$ cat config.mk
export PLATFORM = sky130hd
export DESIGN_NAME = instruction_fetch_queue
export DESIGN_NICKNAME = d
export VERILOG_FILES = /design/src/rtl/instruction_fetch_queue_pkg.sv /design/src/rtl/instruction_fetch_queue_fifo.sv /design/src/rtl/instruction_fetch_queue.sv
export SDC_FILE = /design/constraint.sdc
export NUM_CORES = 1
export LEC_CHECK = 0
export CELL_PAD_IN_SITES_DETAIL_PLACEMENT = 1
export CELL_PAD_IN_SITES_GLOBAL_PLACEMENT = 1
export CORE_MARGIN = 2
export CORE_UTILIZATION = 46
export CTS_BUF_LIST = sky130_fd_sc_hd__clkbuf_8
export CTS_CLUSTER_SIZE = 40
export DETAILED_ROUTE_END_ITERATION = 7
export GPL_TIMING_DRIVEN = 0
export PLACE_DENSITY_LB_ADDON = 0.1
export SLEW_MARGIN = 20
export SYNTH_ARGS = -nofsm -noshare
export SYNTH_HDL_FRONTEND = slang
export SYNTH_HIERARCHICAL = 1
export SYNTH_SLANG_ARGS = --single-unit
$ cat constraint.sdc
create_clock -name i_clock -period 9.4 [get_ports i_clock]
set_input_delay 2.82 -clock i_clock [delete_from_list [all_inputs] [get_ports i_clock]]
set_output_delay 2.82 -clock i_clock [all_outputs]
set_load 0.005 [all_outputs]
$ cat src/rtl/instruction_fetch_queue_pkg.sv
// Shared definitions for the instruction fetch queue: field widths, the NOP
// encoding, redirect kinds and a ceiling-log2 helper.
package instruction_fetch_queue_pkg;

   localparam int NB_ADDR_DEF  = 32;
   localparam int NB_INSTR_DEF = 32;
   localparam int NB_INM_I_DEF = 16;
   localparam int NB_INM_J_DEF = 26;

   localparam logic [NB_INSTR_DEF-1:0] NOP_INSTR_DEF = 32'h0000_0000;

   // Ordered by priority: a register jump beats an immediate jump beats a branch
   typedef enum logic [1:0] {
      REDIR_NONE     = 2'd0,
      REDIR_BRANCH   = 2'd1,
      REDIR_JUMP_INM = 2'd2,
      REDIR_JUMP_RS  = 2'd3
   } redirect_kind_e;

   function automatic int clogb2(input int value);
      int result;
      int v;
      result = 0;
      v = value - 1;
      while (v > 0) begin
         result = result + 1;
         v = v >> 1;
      end
      return result;
   endfunction

endpackage

$ cat src/rtl/instruction_fetch_queue_fifo.sv
// Power-of-two FIFO holding prefetched {instruction, pc+4} entries.
// Flush empties it in one cycle and wins over a simultaneous push.
module fetch_queue_fifo
   import instruction_fetch_queue_pkg::*;
#(
   parameter int WIDTH = 64,
   parameter int DEPTH = 4
) (
   input  logic                       clock,
   input  logic                       reset,
   input  logic                       push,
   input  logic                       pop,
   input  logic                       flush,
   input  logic [WIDTH-1:0]           push_data,
   output logic [WIDTH-1:0]           head_data,
   output logic [clogb2(DEPTH):0]     count
);

   localparam int PW = clogb2(DEPTH);

   logic [WIDTH-1:0] mem [DEPTH];
   logic [PW-1:0]    wr_ptr;
   logic [PW-1:0]    rd_ptr;
   logic             pop_ok;

   assign pop_ok    = pop & (count != '0);
   assign head_data = mem[rd_ptr];

   always_ff @(posedge clock) begin
      if (reset | flush) begin
         wr_ptr <= '0;
         rd_ptr <= '0;
         count  <= '0;
      end else begin
         if (push)   wr_ptr <= wr_ptr + 1'b1;
         if (pop_ok) rd_ptr <= rd_ptr + 1'b1;
         case ({push, pop_ok})
            2'b10:   count <= count + 1'b1;
            2'b01:   count <= count - 1'b1;
            default: count <= count;
         endcase
      end
   end

   always_ff @(posedge clock) begin
      if (push & ~flush & ~reset) mem[wr_ptr] <= push_data;
   end

endmodule

$ cat src/rtl/instruction_fetch_queue.sv
// Fetch stage: issues word reads to a 1-cycle synchronous instruction memory,
// queues the returned words and hands {instr, pc+4} to decode over valid/ready.
module instruction_fetch_queue
   import instruction_fetch_queue_pkg::*;
#(
   parameter int                    NB_ADDR     = NB_ADDR_DEF,
   parameter int                    NB_INSTR    = NB_INSTR_DEF,
   parameter int                    NB_INM_I    = NB_INM_I_DEF,
   parameter int                    NB_INM_J    = NB_INM_J_DEF,
   parameter int                    QUEUE_DEPTH = 4,
   parameter logic [NB_ADDR-1:0]    RESET_PC    = '0,
   parameter logic [NB_INSTR-1:0]   NOP_INSTR   = NOP_INSTR_DEF
) (
   input  logic                  i_clock,
   input  logic                  i_reset,
   input  logic                  i_enable,
   output logic [NB_ADDR-1:0]    o_imem_addr,
   output logic                  o_imem_en,
   input  logic [NB_INSTR-1:0]   i_imem_data,
   output logic [NB_INSTR-1:0]   o_instr,
   output logic [NB_ADDR-1:0]    o_pc,
   output logic                  o_valid,
   input  logic                  i_ready,
   input  logic [NB_ADDR-1:0]    i_redirect_pc,
   input  logic [NB_INM_I-1:0]   i_inm_i,
   input  logic [NB_INM_J-1:0]   i_inm_j,
   input  logic [NB_ADDR-1:0]    i_rs,
   input  logic                  i_branch,
   input  logic                  i_jump_inm,
   input  logic                  i_jump_rs
);

   // Handshake: decode takes the head on a clock edge where o_valid and
   // i_ready are both high; o_valid never depends on i_ready.

   localparam int CW = clogb2(QUEUE_DEPTH) + 1;
   localparam int EW = NB_INSTR + NB_ADDR;

   logic [NB_ADDR-1:0] pc;
   logic [NB_ADDR-1:0] issued_addr;
   logic [NB_ADDR-1:0] target;
   logic [NB_ADDR-1:0] branch_offset;
   logic               inflight;
   redirect_kind_e     redirect_kind;
   logic               redirect;
   logic               deq;
   logic               issue;
   logic               push;
   logic [CW-1:0]      count;
   logic [CW:0]        occupancy;
   logic [EW-1:0]      head_data;
   logic [EW-1:0]      push_data;

   always_comb begin
      redirect_kind = REDIR_NONE;
      if (i_jump_rs)       redirect_kind = REDIR_JUMP_RS;
      else if (i_jump_inm) redirect_kind = REDIR_JUMP_INM;
      else if (i_branch)   redirect_kind = REDIR_BRANCH;
   end

   assign redirect      = (redirect_kind != REDIR_NONE);
   assign branch_offset = {{(NB_ADDR-NB_INM_I-2){i_inm_i[NB_INM_I-1]}}, i_inm_i, 2'b00};

   always_comb begin
      target = pc;
      case (redirect_kind)
         REDIR_JUMP_RS:  target = i_rs;
         REDIR_JUMP_INM: target = {i_redirect_pc[NB_ADDR-1 -: 4], i_inm_j, 2'b00};
         REDIR_BRANCH:   target = i_redirect_pc + branch_offset;
         default:        target = pc;
      endcase
   end

   // Counting the in-flight word as occupied guarantees room for its return
   assign occupancy = {1'b0, count} + (CW+1)'(inflight) - (CW+1)'(deq);
   assign o_valid   = (count != '0) & i_enable & ~redirect & ~i_reset;
   assign deq       = o_valid & i_ready;
   assign issue     = i_enable & ~redirect & ~i_reset & (occupancy < (CW+1)'(QUEUE_DEPTH));
   assign push      = inflight & ~redirect;
   assign push_data = {i_imem_data, issued_addr + NB_ADDR'(4)};

   assign o_imem_en   = issue;
   assign o_imem_addr = pc;
   assign o_instr     = o_valid ? head_data[EW-1 -: NB_INSTR] : NOP_INSTR;
   assign o_pc        = o_valid ? head_data[NB_ADDR-1:0] : '0;

   always_ff @(posedge i_clock) begin
      if (i_reset) begin
         pc          <= RESET_PC;
         issued_addr <= RESET_PC;
         inflight    <= 1'b0;
      end else if (redirect) begin
         pc       <= target;
         inflight <= 1'b0;
      end else begin
         inflight <= issue;
         if (issue) begin
            pc          <= pc + NB_ADDR'(4);
            issued_addr <= pc;
         end
      end
   end

   fetch_queue_fifo #(
      .WIDTH (EW),
      .DEPTH (QUEUE_DEPTH)
   ) u_fifo (
      .clock     (i_clock),
      .reset     (i_reset),
      .push      (push),
      .pop       (deq),
      .flush     (redirect),
      .push_data (push_data),
      .head_data (head_data),
      .count     (count)
   );

endmodule

* After elaboration in Yosys (flattened, before gate mapping) *
Memories as Yosys holds them, arrays and structs flattened. A register that Yosys moved wholly into a read port is not among the register bits.
Cells that the tools add are included.

storage, ports and cells
  register bits after elaboration = 72
  bits in writable memories = 256
  memories = 1
  bits in latches = 0
  memory bits (read-only) = 0
  logic and storage cells = 57

memory list
  memory      words  width  rd ports  clocked after memory_dff  wr ports  RTL line                            source
  u_fifo.mem  4      64     1         1                         1         instruction_fetch_queue_fifo.sv:21  logic [WIDTH-1:0] mem [DEPTH];

cells by class
  shift-type cells = 0
  reductions and logical operators = 7
  add/subtract/negate cells = 9
  div/mod/pow operators = 0
  bitwise operators = 14
  $lt $le $gt $ge = 1
  multipliers = 0
  multiplexer cells = 13
  equal/unequal tests = 6

operators with widths
  operator                                                                count
  32-bit 2-to-1 mux                                                       4
  32-bit case mux with 3 select lines                                     1
  32-bit by 3-bit adder with 32-bit output (second input constant)        2
  32-bit adder                                                            1
  1-bit AND                                                               11
  2-bit 2-to-1 mux                                                        4
  2-bit equality test (second input constant)                             3
  3-bit case mux with 2 select lines                                      1
  2-bit nonzero test                                                      3
  2-bit by 1-bit adder with 2-bit output (second input constant)          2
  3-bit by 1-bit adder with 4-bit output                                  1
  2-bit by 1-bit equality test with 1-bit output (second input constant)  2
  4-bit by 3-bit < comparator with 1-bit output (second input constant)   1
  4-bit inequality test (second input constant)                           1
  2-bit AND reduction                                                     2
  4-bit by 1-bit subtractor with 4-bit output                             1
  3-bit by 1-bit adder with 3-bit output (second input constant)          1
  1-bit 2-to-1 mux                                                        3
  3-bit nonzero test                                                      1
  3-bit by 1-bit subtractor with 3-bit output (second input constant)     1
  1-bit NOT                                                               2
  2-bit OR reduction                                                      1
  1-bit bitwise OR                                                        1

* Depth between registers and ports, before layout *
  depth after elaboration = 13
  gate-level depth with buffers = 21
  mapped depth without buffers = 18

* Hierarchy *
The synthesis kept the hierarchy.

by module, submodules not included
  module                   times used  cells each  area each (sq um)  seq. area each (sq um)
  fetch_queue_fifo         1           382         9,756.9            7,867.5
  instruction_fetch_queue  1           783         5,914.4            1,301.2

* Least setup slack after synthesis *
OpenSTA, ideal clock, no wires.

  path kind = input to output
  start = input port i_jump_inm
  end = output port o_imem_en
  stages on the path = 17
  setup slack = 0.837 ns
  required time = 6.580 ns
  path buffers = 4
  arrival time = 5.743 ns
  cells stage by stage = inv_1 -> a21oi_1 -> ha_1 -> nand3b_1 -> a31oi_1 -> clkbuf_1 -> and2_1 -> ha_1 -> inv_1 -> ha_1 -> nand3b_4 -> a211o_1 -> a31o_1 -> buf_6 -> inv_1 -> buf_2 -> buf_4

on the way
  cells in the longest elaborated chain, start to end = 10
  elaborated cells between the ends (all ways) = 12
  classes of those cells = add/sub: 1; order compare: 1; mux: 2; bitwise: 7; reduce/logical: 1

RTL lines
  item                                           RTL line                       source
  start, declared                                instruction_fetch_queue.sv:29  input logic i_jump_inm,
  2-bit 2-to-1 mux                               instruction_fetch_queue.sv:57  else if (i_jump_inm) redirect_kind = REDIR_JUMP_INM;
  2-bit 2-to-1 mux                               instruction_fetch_queue.sv:56  if (i_jump_rs) redirect_kind = REDIR_JUMP_RS;
  2-bit nonzero test                             instruction_fetch_queue.sv:61  assign redirect = (redirect_kind != REDIR_NONE);
  1-bit NOT                                      instruction_fetch_queue.sv:76  assign o_valid = (count != '0) & i_enable & ~redirect & ~i_reset;
  1-bit AND (2 in a row)                         instruction_fetch_queue.sv:76
  net o_valid                                    instruction_fetch_queue.sv:22  output logic o_valid,
  1-bit AND                                      instruction_fetch_queue.sv:77  assign deq = o_valid & i_ready;
  net deq                                        instruction_fetch_queue.sv:46  logic deq;
  4-bit by 1-bit subtractor with 4-bit output    instruction_fetch_queue.sv:75  assign occupancy = {1'b0, count} + (CW+1)'(inflight) - (CW+1)'(deq);
  4-bit by 3-bit < comparator with 1-bit output  instruction_fetch_queue.sv:78  assign issue = i_enable & ~redirect & ~i_reset & (occupancy < (CW+1)'(QUEUE_DEPTH));
  1-bit AND                                      instruction_fetch_queue.sv:78
  end, declared                                  instruction_fetch_queue.sv:18  output logic o_imem_en,

The timed path passes the listed nets, and every way through them passes these cells.

* Worst setup path in the final report *
  start = input port i_jump_inm
  end = output port o_imem_en

on the way
  cells in the longest elaborated chain, start to end = 10
  elaborated cells between the ends (all ways) = 12
  classes of those cells = add/sub: 1; order compare: 1; mux: 2; bitwise: 7; reduce/logical: 1

RTL lines
  item                                           RTL line
  2-bit 2-to-1 mux                               instruction_fetch_queue.sv:57
  2-bit 2-to-1 mux                               instruction_fetch_queue.sv:56
  2-bit nonzero test                             instruction_fetch_queue.sv:61
  1-bit NOT                                      instruction_fetch_queue.sv:76
  1-bit AND (2 in a row)                         instruction_fetch_queue.sv:76
  1-bit AND                                      instruction_fetch_queue.sv:77
  net deq                                        instruction_fetch_queue.sv:46
  4-bit by 1-bit subtractor with 4-bit output    instruction_fetch_queue.sv:75
  4-bit by 3-bit < comparator with 1-bit output  instruction_fetch_queue.sv:78
  1-bit AND                                      instruction_fetch_queue.sv:78

The timed path passes the listed nets, and every way through them passes these cells.

==> results.ini <==
[route]
drc_errors = 0
drt_iter0_markers = 572
vias = 10700
drt-total-wl_um = 42100
ant_nets = 0
firstDrtPassIters = 4
routedWlPerCell_um = 21.6
via_per_inst = 5.50

[setup_path]
worstRegToRegCells = 18
r2r_start = u_fifo/count[2]
crit_family = buffers and inverters
crit_type = in -> out
crit_path_max_fanout = 10
cp_slowest_cell = clkdlybuf4s50_1
endpoint = o_imem_en
worst-path-stages = 18
timing.reg2reg.setup_slack_ns = 5.58
r2r-end = o_imem_addr[30]
end_kind = output port
crit_path_start = i_jump_inm
crit_chain = clkdlybuf4s50_1 > inv_1 > a21oi_4 > ha_4 > nand3b_1 > a31oi_4 > buf_8 > and2_4 > ha_1 > inv_1 > ha_1 > nand3b_4 > a211o_1 > a31o_1 > buf_6 > clkinvlp_4 > buf_12 > clkdlybuf4s50_1
critPathRequiredTime_ns = 6.58
crit_arrival_ns = 6.43
cpPeakStageDelay_ns = 0.51
cp-start-kind = primary input
crit_buf_inv = 8

[synth]
syn_nets = 1354
yosys.area_share.simple_pct = 11.3
async_reset_ff_share_pct = 0
synth_xor_area_share_pct = 4.02
synth_compound_area_share_pct = 8.44
synthAdderAreaFrac_pct = 3.61
muxShareOfSynthArea_pct = 11.2
synth_cell_types = 80
synth_seq_cells = 330
ys_warn_count = 6
avgSynthCellArea_um2 = 13.5
synth-edff-count = 256
synth_top_area_share_pct = 49.1
synth_top_family_by_area = simple AND/OR/NAND/NOR gates
yosysTopAreaCell = edfxtp_1
ys_seq_area_share_pct = 58.5
syn_inst = 1165
synthTopCellsByArea = edfxtp_1 (49%), dfxtp_1 (9.5%), mux4_2 (8.6%)
ys.flop_type = edfxtp_1
synthesis.area_um2 = 15700

[clock_network]
clk_pin_slew_ns = 0.06
clk_latency_ns = 0.56
clockRootBuffer = clkbuf_8
cts_buffers = 49
clk_path_buf_depth = 3
cts.sinks = 330
cts_tree = yes
htreeDepth = 2

[placement]
post-dp-hpwl_um = 31800
gp_congestion = 0.862
port-buffer-count = 242
pre_cts_slack_ns = -1.36

[finish]
antenna_cells = 0
synthToLayoutAreaGrowth_pct = 27.2
final_common_cell = edfxtp_1
n_fill_cell = 3380
final_util_pct = 59.5
nets = 1657
final_cell_mix = edfxtp_1 (256), clkdlybuf4s50_1 (242), nor2_1 (94)
drive_gt1_share_pct = 12.6

[die]
initial_core_util_pct = 46.7
die_area_um2 = 35600
core_um2 = 33500
ios = 243
dieHeight_um = 189
die_w_um = 189
std_cell_rows = 67

[sta]
fin_setup_tns_ns = 0
finalSetupViolations = 0
setup_slack_ns = 0.147
layout_min_cycle_time_ns = 9.25
timing.hold.ws_ns = 0.512
slew_viol_final = 0
slew_headroom_pct = 50.1
max_freq_ghz = 0.108
fin_crit_sh_pct = 98.4
worst_slew_pin_slew_ns = 0.749
hold_viol = 0
clock_skew_ns = 0.0175

[global_routing]
antenna_found_initial = 0
grt_use_met3_pct = 4.47
grt_pass1_wl_um = 65900
grt_usage_pct = 23.9
grt_overflow = 0
grt_pass1_vias = 11800
grt_busiest_layer = met2
use_met1_pct = 29.4
grt_max_degree = 36
grt.met2_usage_pct = 42.1

[outcome]
outcome = completed

[pwr]
p_leak_nw = 6.54
peakVddDrop_v = 0.0000920
power_density_nw_per_um2 = 159
total_power_mw = 3.17

[worst_hold_path]
hp-class = reg -> reg

[run]
drv_cap = 0

## sequential cells by signal (all words and copies together), names as in the netlist, named ones only
name and flops:
u_fifo/mem 256, issued_addr 32, o_imem_addr 32, u_fifo/count 3, u_fifo/rd_ptr 2, u_fifo/wr_ptr 2, inflight 1
## how the worst min path moves through the flow
stage,start,endpoint,slack [ns],cells after the start
CTS,issued_addr[0],u_fifo/mem[1][0],0.52,0
global route,issued_addr[0],u_fifo/mem[0][0],0.54,0
detailed placement,issued_addr[0],u_fifo/mem[3][0],0.50,0
global placement,issued_addr[0],u_fifo/mem[2][0],0.48,0
floorplan,issued_addr[0],u_fifo/mem[0][0],0.46,0
finish,issued_addr[0],u_fifo/mem[3][0],0.51,0
## power breakdown
part,switching [mW],internal (mW),leakage [nW]
logic,0.156,0.157,3.25
registers,0.0262,1.58,2.72
clock network,0.539,0.719,0.569
total,0.721,2.45,6.54
## layout make-up
type	count	area, um2	area share [%]
sequential	330	9170	46.0
multi-input combinational	748	6110	30.6
timing repair buffer	253	2550	12.8
clock buffer	50	688	3.45
tap	448	561	2.81
clock inverter	36	374	1.88
buffer	51	347	1.74
inverter	35	135	0.678
## cell usage after synthesis (4+ instances only)
library cell and count:
mux4_2 60, nand2b_1 8, a2111oi_0 4, nand2_1 56, a21o_1 10, a31oi_1 4, nand3_1 35, a211oi_1 10
buf_1 5, nor2_1 95, buf_2 9, and2_1 67, inv_1 34, o211ai_1 11, nand4_1 19, dfxtp_1 74
clkbuf_1 27, a211o_1 4, mux4_1 4, xor2_1 25, and4_1 6, o21ai_0 31, o31ai_1 4, xnor2_1 47
ha_1 42, nor3_1 11, buf_12 6, nor2b_1 6, mux2i_1 30, edfxtp_1 256, a21oi_1 65, a221oi_1 12
and3_1 18
## through the flow
step | area (um2) | cells
floorplan | 15700 | 1165
global placement | 18700 | 1855
detailed placement | 18800 | 1859
CTS | 19900 | 1948
global route | 19900 | 1951
finish | 19900 | 1951
## per-layer routing
| layer | vias to the layer above | share of wire [%] |
|---|---|---|
| met4 | 0 | 3.0 |
| met3 | 73 | 5.7 |
| met5 | - | 0 |
| met2 | 333 | 50 |
| li1 | 5053 | - |
| met1 | 5280 | 41 |
## what timing repair did
item,CTS,global route
gates resized for setup,15,2
setup endpoints to repair,1,1
pin swaps,1,1
hold buffers,0,0
setup buffers,4,3
## cells by family after synthesis
logic type               Yosys count
adder cells (fa/ha/maj)           44
buffers and inverters             87
XOR/XNOR                          72
AND/OR/NAND/NOR                  342
AO/OA/AOI/OAI                    196
multiplexers                      94
flip-flops                       330
Power figures use the tool's default switching activity.
